--- src/rtl/spi_pkg.sv ---
// Shared definitions for the SPI initiator, slave and benches: frame geometry,
// default opcodes and the frame-sequencing state encoding.
package spi_pkg;

    localparam int CMD_W      = 8;
    localparam int ADDR_W     = 24;
    localparam int DATA_W     = 32;
    localparam int FRAME_BITS = CMD_W + ADDR_W + DATA_W;

    localparam logic [CMD_W-1:0] CMD_WRITE_DEF = 8'h55;
    localparam logic [CMD_W-1:0] CMD_READ_DEF  = 8'h56;

    typedef enum logic [2:0] {
        ST_IDLE  = 3'd0,
        ST_SETUP = 3'd1,
        ST_SHIFT = 3'd2,
        ST_HOLD  = 3'd3,
        ST_DONE  = 3'd4
    } spi_state_t;

    // Divider counter width: clog2 of the divide ratio, never below one bit.
    function automatic int div_cnt_w(input int div);
        return (div <= 2) ? 1 : $clog2(div);
    endfunction

endpackage

--- src/rtl/spi_clk_div.sv ---
// Half-period tick generator: counts 0..CLK_DIV-1 while enabled and ticks on
// the terminal count; held cleared while disabled.
module spi_clk_div
    import spi_pkg::*;
#(
    parameter int CLK_DIV = 2
) (
    input  logic sclk_m,
    input  logic reset,
    input  logic enable,
    output logic tick
);

    localparam int              CW   = div_cnt_w(CLK_DIV);
    localparam logic [CW-1:0]   TERM = CW'(CLK_DIV - 1);

    logic [CW-1:0] cnt;

    always_ff @(posedge sclk_m) begin
        if (reset || !enable) begin
            cnt <= '0;
        end else if (cnt == TERM) begin
            cnt <= '0;
        end else begin
            cnt <= cnt + CW'(1);
        end
    end

    assign tick = enable && (cnt == TERM);

endmodule

--- src/rtl/spi_master_ctrl.sv ---
// Transaction-level SPI initiator (mode 0): one 64-bit {cmd, address, data}
// frame per accepted start, MSB first, capturing miso in the data phase of reads.
module spi_master_ctrl
    import spi_pkg::*;
#(
    parameter int               CLK_DIV   = 2,
    parameter logic [CMD_W-1:0] CMD_WRITE = CMD_WRITE_DEF,
    parameter logic [CMD_W-1:0] CMD_READ  = CMD_READ_DEF
) (
    input  logic              sclk_m,
    input  logic              reset,
    input  logic              start,
    input  logic [CMD_W-1:0]  cmd,
    input  logic [ADDR_W-1:0] address,
    input  logic [DATA_W-1:0] wdata,
    input  logic              miso,
    output logic              cs,
    output logic              sclk_s,
    output logic              mosi,
    output logic              busy,
    output logic              done,
    output logic [DATA_W-1:0] rdata,
    output logic              rd_valid,
    output logic              err_cmd,
    output spi_state_t        fsm_state
);

    // Host handshake: start is a request honoured only while the FSM is IDLE
    // (busy low, not the DONE cycle); cmd/address/wdata are captured on that
    // edge and never re-sampled. busy stays high until the done pulse.

    spi_state_t        state, next_state;
    logic              tick;
    logic              div_en;
    logic              cmd_ok;
    logic              accept;
    logic              last_bit;
    logic [DATA_W-1:0] load_data;

    logic [FRAME_BITS-1:0] shift_reg;
    logic [DATA_W-1:0]     rdata_shift;
    logic [6:0]            bit_cnt;
    logic                  is_read;

    assign cmd_ok    = (cmd == CMD_WRITE) || (cmd == CMD_READ);
    assign accept    = (state == ST_IDLE) && start && cmd_ok;
    assign load_data = (cmd == CMD_READ) ? DATA_W'(0) : wdata;
    assign last_bit  = (bit_cnt == 7'(FRAME_BITS - 1));
    assign mosi      = shift_reg[FRAME_BITS-1];
    assign fsm_state = state;

    spi_clk_div #(.CLK_DIV(CLK_DIV)) u_clk_div (
        .sclk_m (sclk_m),
        .reset  (reset),
        .enable (div_en),
        .tick   (tick)
    );

    always_ff @(posedge sclk_m) begin
        if (reset) begin
            state <= ST_IDLE;
        end else begin
            state <= next_state;
        end
    end

    always_comb begin
        next_state = state;
        case (state)
            ST_IDLE:  if (accept) next_state = ST_SETUP;
            ST_SETUP: if (tick) next_state = ST_SHIFT;
            // Leave SHIFT only on the falling-edge tick of the last bit.
            ST_SHIFT: if (tick && sclk_s && last_bit) next_state = ST_HOLD;
            ST_HOLD:  if (tick) next_state = ST_DONE;
            ST_DONE:  next_state = ST_IDLE;
            default:  next_state = ST_IDLE;
        endcase
    end

    always_comb begin
        cs       = 1'b1;
        busy     = 1'b0;
        done     = 1'b0;
        rd_valid = 1'b0;
        div_en   = 1'b0;
        case (state)
            ST_SETUP, ST_SHIFT, ST_HOLD: begin
                cs     = 1'b0;
                busy   = 1'b1;
                div_en = 1'b1;
            end
            ST_DONE: begin
                done     = 1'b1;
                rd_valid = is_read;
            end
            default: ;
        endcase
    end

    always_ff @(posedge sclk_m) begin
        if (reset) begin
            shift_reg   <= '0;
            rdata_shift <= '0;
            rdata       <= '0;
            bit_cnt     <= '0;
            is_read     <= 1'b0;
            sclk_s      <= 1'b0;
            err_cmd     <= 1'b0;
        end else begin
            err_cmd <= (state == ST_IDLE) && start && !cmd_ok;
            case (state)
                ST_IDLE: begin
                    if (accept) begin
                        shift_reg   <= {cmd, address, load_data};
                        is_read     <= (cmd == CMD_READ);
                        rdata_shift <= '0;
                        bit_cnt     <= '0;
                    end
                end
                ST_SHIFT: begin
                    if (tick && !sclk_s) begin
                        sclk_s <= 1'b1;
                        // Bits 32..63 form the data phase; bit_cnt[5] marks it.
                        if (is_read && bit_cnt[5]) begin
                            rdata_shift <= {rdata_shift[DATA_W-2:0], miso};
                        end
                    end else if (tick) begin
                        sclk_s    <= 1'b0;
                        shift_reg <= {shift_reg[FRAME_BITS-2:0], 1'b0};
                        bit_cnt   <= bit_cnt + 7'd1;
                    end
                end
                ST_HOLD: begin
                    // Publish the read word as DONE is entered so it is valid with rd_valid.
                    if (tick && is_read) begin
                        rdata <= rdata_shift;
                    end
                end
                default: ;
            endcase
        end
    end

endmodule

--- config.mk ---
export PLATFORM = sky130hd
export DESIGN_NAME = spi_master_ctrl
export DESIGN_NICKNAME = d
export VERILOG_FILES = /design/src/rtl/spi_pkg.sv /design/src/rtl/spi_clk_div.sv /design/src/rtl/spi_master_ctrl.sv
export SDC_FILE = /design/constraint.sdc
export NUM_CORES = 1
export LEC_CHECK = 0
export ABC_AREA = 1
export CAP_MARGIN = 20
export CORE_ASPECT_RATIO = 0.5
export CORE_UTILIZATION = 30
export CTS_BUF_LIST = sky130_fd_sc_hd__clkbuf_8
export DETAILED_ROUTE_END_ITERATION = 16
export PLACE_DENSITY = 0.54
export SLEW_MARGIN = 20
export SYNTH_ARGS = -nofsm -noshare
export SYNTH_HDL_FRONTEND = slang
export SYNTH_SLANG_ARGS = --single-unit
--- constraint.sdc ---
create_clock -name sclk_m -period 3 [get_ports sclk_m]
set_input_delay 0.6 -clock sclk_m [delete_from_list [all_inputs] [get_ports sclk_m]]
set_output_delay 0.6 -clock sclk_m [all_outputs]
set_load 0.02 [all_outputs]
==> results of run 1 <==
[worst max-delay path, cell delays in order, from the launching register on]
cell and delay [ns]:
dfxtp_1 0.47, nor2_2 0.07, nor2_1 0.24, clkdlybuf4s50_1 0.67
[path summary, 6_finish.rpt]
| check | start | endpoint | slack, ns | cells after the start |
|---|---|---|---|---|
| min | shift_reg[41]$_SDFFE_PP0P_ | shift_reg[41]$_SDFFE_PP0P_ | 0.44 | 2 |
| max reg2reg | fsm_state[2]$_SDFFE_PP0P_ | fsm_state[1]$_SDFFE_PP0P_ | 0.97 | 8 |
| min reg2reg | shift_reg[41]$_SDFFE_PP0P_ | shift_reg[41]$_SDFFE_PP0P_ | 0.44 | 2 |
| max | fsm_state[1]$_SDFFE_PP0P_ | busy | 0.50 | 3 |
[final cells by class]
| cell class | instances | area [µm²] |
|---|---|---|
| fillers | 2329 | 13400 |
| multi-input cells | 683 | 3090 |
| flip-flops and latches | 142 | 2840 |
| repair buffers | 129 | 1250 |
| inverters | 127 | 478 |
| well taps | 300 | 375 |
| clock inverters | 15 | 244 |
| clock buffers | 17 | 234 |
[metal layers]
metal	vias to the layer above	share of wire (%)	wire length, µm
met5	-	0	0
met4	0	0.90	156
met3	12	3.4	583
met2	92	46	7920
met1	2924	50	8640
li1	3354	-	-
[synth_stat cells]
cell type    n
a21boi_1    20
a21oi_1     81
a21oi_4      1
buf_1        6
buf_2       32
buf_4        6
buf_6        5
clkbuf_1    21
clkbuf_2     1
clkinv_1     2
dfxtp_1    142
ha_1         1
inv_1      118
inv_2        7
nand2_1    209
nand2_2      4
nand3_1     84
nand3_2      1
nand3b_1    14
nand4_1      2
nor2_1     174
nor2_2       2
nor3_1       3
nor3b_1      2
o211ai_2     1
o21ai_0     79
o21ai_1      1
o21bai_1     1
o221a_2      1
xnor2_1      1
xor2_1       1
[cells in the final DEF (no fill, tap or decap), drive strengths merged]
cell	netlist	routed
nand2	213	213
nor2	176	176
dfxtp	142	142
inv	125	129
clkdlybuf4s50	0	109
nand3	85	85
a21oi	82	82
o21ai	80	80
a21boi	20	20
buf	49	20
clkbuf	22	17
nand3b	14	14
bufinv	0	6
clkinvlp	0	4
nor3	3	3
clkinv	2	3
nand4	2	2
nor3b	2	2
o211ai	1	1
xor2	1	1
o21bai	1	1
xnor2	1	1
o221a	1	1
ha	1	1
[per-stage QoR]
stage	setup slack, ns	cells	util [%]	area, µm²
2_1_floorplan	1.22	1023	-	6770
3_3_place_gp	0.492	1381	36.7	8040
3_5_place_dp	0.474	1381	36.7	8040
4_1_cts	0.456	1413	38.9	8520
5_1_grt	0.390	1413	38.9	8520
6_report	0.498	1413	38.9	8520
[cell families after synthesis]
family                   after synthesis  synth area share [%]
AND/OR/NAND/NOR                      495                  30.3
buffers and inverters                198                  12.5
AO/OA/AOI/OAI                        185                  14.8
flip-flops                           142                  42.0
XOR/XNOR                               2                 0.259
adder cells (fa/ha/maj)                1                 0.185
[where the power goes]
| part | switching [µW] | internal [µW] | total [µW] |
|---|---|---|---|
| combinational | 2500 | 1120 | 3620 |
| sequential | 130 | 2210 | 2340 |
| clock | 775 | 1070 | 1850 |
==> impl_metrics.yaml, run 1 <==
outcome:
  outcome: "complete, no violations"
worst_setup_path:
  crit_type: "register to output pin"
  worstPathMaxFanout: 6
  crit_arrival_ns: 1.90
  startpoint_type: "register"
  crit_path_end_kind: "output pin"
  required_ns: 2.40
power_and_ir_drop:
  pwr_density_cell_mw_per_mm2: 916
  leakage_uw: 0.00358
  max-vdd-ir-drop_uv: 446
  p_total_uw: 7800
sta:
  worst_slew_pin_slew_ns: 0.618
  holdWs_ns: 0.444
  clock.fmax_mhz: 400
  min_period_ns: 2.50
  hold_violations: 0
  slew_viol_final: 0
  final.setup.tns_ns: 0
  finalCritPeriodShare_pct: 83.4
  setup_viol: 0
  fin_skew_ns: 0.0134
  relSlewSlack_pct: 58.7
  rsz0062_at_grt: "false"
cts:
  clk_pin_slew_ns: 0.08
  clockBufferDepth: 2
  cts_tree: "yes"
  postCtsHoldBufs: 0
  htree_num_levels: 4
  cts_sinks: 142
  cts_made_buffers: 17
  root_buffer: "clkbuf_8"
  cts_resized: 0
  clkLatencyLatePin_ns: 0.45
  post_cts_buffers: 0
global_route:
  grt_max_degree: 50
  grt_pass1_vias: 5951
  overflow: 0
  antenna_found_initial: 0
  top_usage_layer: "met2"
  grtUsageMet2_pct: 25.6
  grt_usage_pct: 15.4
  met1_usage_pct: 20.1
  grt_pass1_wl_um: 29000
  use_met3_pct: 3.77
logic_synthesis:
  synth_top_area_cell: "dfxtp_1"
  ys_seq_area_share_pct: 42.0
  synth_area_mm2: 0.00677
  syn-num-nets: 1092
  netlist_instances: 1023
  synth-seq-cells: 142
  synthTopCellsByArea: "dfxtp_1, nand2_1, nor2_1"
  ys_warn_count: 0
  synth_area_per_cell_um2: 6.62
  netlist.area_leader.share_pct: 42.0
  yosys.cell_types.count: 31
final_layout:
  layout-drive-gt1-share_pct: 6.29
  antennaDiodeCount: 0
  largest_register_ffs: 64
  nets: 1169
  syn_to_final_growth_pct: 25.7
routing:
  postRouteAntennaNets: 0
  finalWirelength_um: 17300
  drt_pass1_iterations: 4
  via_per_inst: 4.52
  post_drt_wl_per_cell_um: 12.2
  drt_iter0_drc: 395
  dr_total_vias: 6382
  drc: 0
job:
  maxCapViolations: 0
hold_path:
  hp-class: "register to register"
die:
  ios: 110
  core-area_mm2: 0.0219
  die_w_um: 215
  dieArea_mm2: 0.0232
  initial_core_util_pct: 30.9
  rows: 38
  die_h_um: 108
placement:
  hpwlAfterDp_um: 11300
  io_buffers: 109
  gp_congestion: 0.811
Note: power is estimated with default switching activity, not from simulation.
==> inputs of run 2 (changes only) <==
--- a/config.mk
+++ b/config.mk
@@ -11,7 +11,7 @@
 export CORE_UTILIZATION = 30
 export CTS_BUF_LIST = sky130_fd_sc_hd__clkbuf_8
 export DETAILED_ROUTE_END_ITERATION = 16
-export PLACE_DENSITY = 0.54
+export PLACE_DENSITY = 0.56
 export SLEW_MARGIN = 20
 export SYNTH_ARGS = -nofsm -noshare
 export SYNTH_HDL_FRONTEND = slang
==> constraint.sdc (replaced) <==
create_clock -name sclk_m -period 2.1 [get_ports sclk_m]
set_input_delay 0.42 -clock sclk_m [delete_from_list [all_inputs] [get_ports sclk_m]]
set_output_delay 0.42 -clock sclk_m [all_outputs]
set_load 0.02 [all_outputs]
==> run 2 against run 1 <==
Compared with the run above:
- wire length decreased by 0.83%
- via count up 1.2%
- sequential power rose by 43%
- worst hold slack improved by 0.0018 ns
- cell area is 2.9% higher
- combinational power up 63%
- power is 50% higher
- worst setup slack got worse by 0.42 ns
- clock power grew 34%
- die area unchanged
- critical endpoint is now rd_valid
==> impl_metrics.yaml, run 2 (same netlist as run 1, synthesis figures left out) <==
cts:
  clkLatencyLatePin_ns: 0.46
  cts_made_buffers: 17
  postCtsHoldBufs: 0
  clk_pin_slew_ns: 0.08
  root_buffer: "clkbuf_8"
  cts_tree: "yes"
  htree_num_levels: 4
  cts_sinks: 142
  clockBufferDepth: 2
routing:
  postRouteAntennaNets: 0
  wl_met3_um: 617
  drc: 0
  wl_met1_um: 8410
  finalWirelength_um: 17100
  routed.top_layer: "met4"
  drt_pass1_iterations: 5
  post_drt_wl_per_cell_um: 12.0
  drt_iter0_drc: 543
  dr_total_vias: 6461
  dr_wl_met2_um: 7830
  via_per_inst: 4.51
worst_setup_path:
  worstPathMaxFanout: 6
  required_ns: 1.68
  startpoint_type: "register"
  crit_arrival_ns: 1.60
  crit_type: "register to output pin"
  crit_path_end_kind: "output pin"
sta:
  holdWs_ns: 0.446
  hold_violations: 0
  slew_viol_final: 0
  worst_slew_pin_slew_ns: 0.476
  finalCritPeriodShare_pct: 96.4
  setup_viol: 0
  final.setup.tns_ns: 0
  fin_skew_ns: 0.0123
  relSlewSlack_pct: 68.3
  min_period_ns: 2.02
  rsz0062_at_grt: "false"
  clock.fmax_mhz: 494
die:
  ios: 110
  rows: 38
  die_h_um: 108
  initial_core_util_pct: 30.9
  core-area_mm2: 0.0219
  dieArea_mm2: 0.0232
  die_w_um: 215
power_and_ir_drop:
  p_comb_share_pct: 50.3
  pwr-share-seq_pct: 28.6
  max-vdd-ir-drop_uv: 566
  p_int_uw: 6670
  switching_share_pct: 43.0
  switching_power_uw: 5040
  pwr_density_cell_mw_per_mm2: 1340
  leakage_uw: 0.00371
  pwr-share-clk_pct: 21.1
final_layout:
  largest_register_ffs: 64
  syn_to_final_growth_pct: 29.4
  n_fill_cell: 2286
  layout_common_cells: "nand2_1, nor2_1, dfxtp_1, inv_1, clkdlybuf4s50_1"
  layout-drive-gt1-share_pct: 8.29
  antennaDiodeCount: 0
  layout_commonest_cell: "nand2_1"
  nets: 1190
global_route:
  overflow: 0
  grt_pass1_wl_um: 28900
  antenna_found_initial: 0
  grt_usage_pct: 15.3
  grt_max_degree: 73
  grt_pass1_vias: 5979
placement:
  gp_congestion: 0.789
  io_buffers: 109
  hpwlAfterDp_um: 11300
hold_path:
  hp-class: "register to register"
outcome:
  outcome: "complete, no violations"
job:
  maxCapViolations: 0
==> run 2: changes by cell type in the layout (fill, tap and decap cells not counted), sizes merged <==
| cell | delta |
|---|---|
| buf | +21 |
| clkdlybuf4s50 | -4 |
| clkinv | +2 |
| bufinv | -2 |
| dlygate4sd2 | +4 |
==> run 2: final timing paths <==
path	start	to	slack, ns	cells past startpoint
max	fsm_state[2]$_SDFFE_PP0P_	rd_valid	0.08	3
min	shift_reg[46]$_SDFFE_PP0P_	shift_reg[46]$_SDFFE_PP0P_	0.45	2
max reg2reg	fsm_state[0]$_SDFFE_PP0P_	shift_reg[52]$_SDFFE_PP0P_	0.33	8
min reg2reg	shift_reg[46]$_SDFFE_PP0P_	shift_reg[46]$_SDFFE_PP0P_	0.45	2
==> run 2: routing by layer <==
metal / global-route usage, % / up-vias
met3: 3.32 / 26
met1: 19.8 / 2927
met2: 25.4 / 116
met5: 0 / -
met4: 5.26 / 0
li1: - / 3392
==> run 2: through the flow <==
step                      cell area (µm²)  setup WS, ns  instances  total power, µW  utilization, %
final                                8760        0.0751       1434            11700            40.0
after global routing                 8760        0.0147       1434            12800            40.0
after CTS                            8760        0.0349       1434            11800            40.0
after detailed placement             8320        -0.181       1402             9300            38.0
after global placement               8320        -0.119       1402             9240            38.0
after floorplan                      6770         0.346       1023             7560               -
==> run 2: timing repair <==
| action | CTS | global route |
|---|---|---|
| setup buffers | 0 | 0 |
| endpoints found under the setup margin | 4 | 0 |
| gates resized for setup | 6 | 0 |
==> run 2: cell type report <==
type	count	area, µm²	area share (%)
sequential	142	2840	32.4
clock inverter	15	210	2.40
clock buffer	17	234	2.67
timing repair buffer	150	1530	17.5
inverter	127	478	5.45
tap	300	375	4.28
multi-input combinational	683	3090	35.3
==> run 2: power groups by stage <==
stage | Sequential, µW | Combinational [µW] | Clock [µW]
floorplan | 3390 | 4170 | 0
global placement | 3390 | 5840 | 0
detailed placement | 3410 | 5900 | 0
CTS | 3350 | 5900 | 2550
global route | 3400 | 6680 | 2690
finish | 3350 | 5890 | 2480
==> run 2: worst max-delay path, cell delays in order, from the launching register on <==
cell and delay, ns:
dfxtp_1 0.45, inv_2 0.09, nor3_1 0.24, dlygate4sd2_1 0.37
==> inputs of run 3 (changes only) <==
--- a/config.mk
+++ b/config.mk
@@ -6,11 +6,13 @@
 export NUM_CORES = 1
 export LEC_CHECK = 0
 export ABC_AREA = 1
+export ABC_CLOCK_PERIOD_IN_PS = 2100
 export CAP_MARGIN = 20
 export CORE_ASPECT_RATIO = 0.5
 export CORE_UTILIZATION = 30
 export CTS_BUF_LIST = sky130_fd_sc_hd__clkbuf_8
 export DETAILED_ROUTE_END_ITERATION = 16
+export GPL_ROUTABILITY_DRIVEN = 0
 export PLACE_DENSITY = 0.56
 export SLEW_MARGIN = 20
 export SYNTH_ARGS = -nofsm -noshare
==> results of run 3 <==
Same layout as run 2: the final DEF is identical, and so are final timing and power.
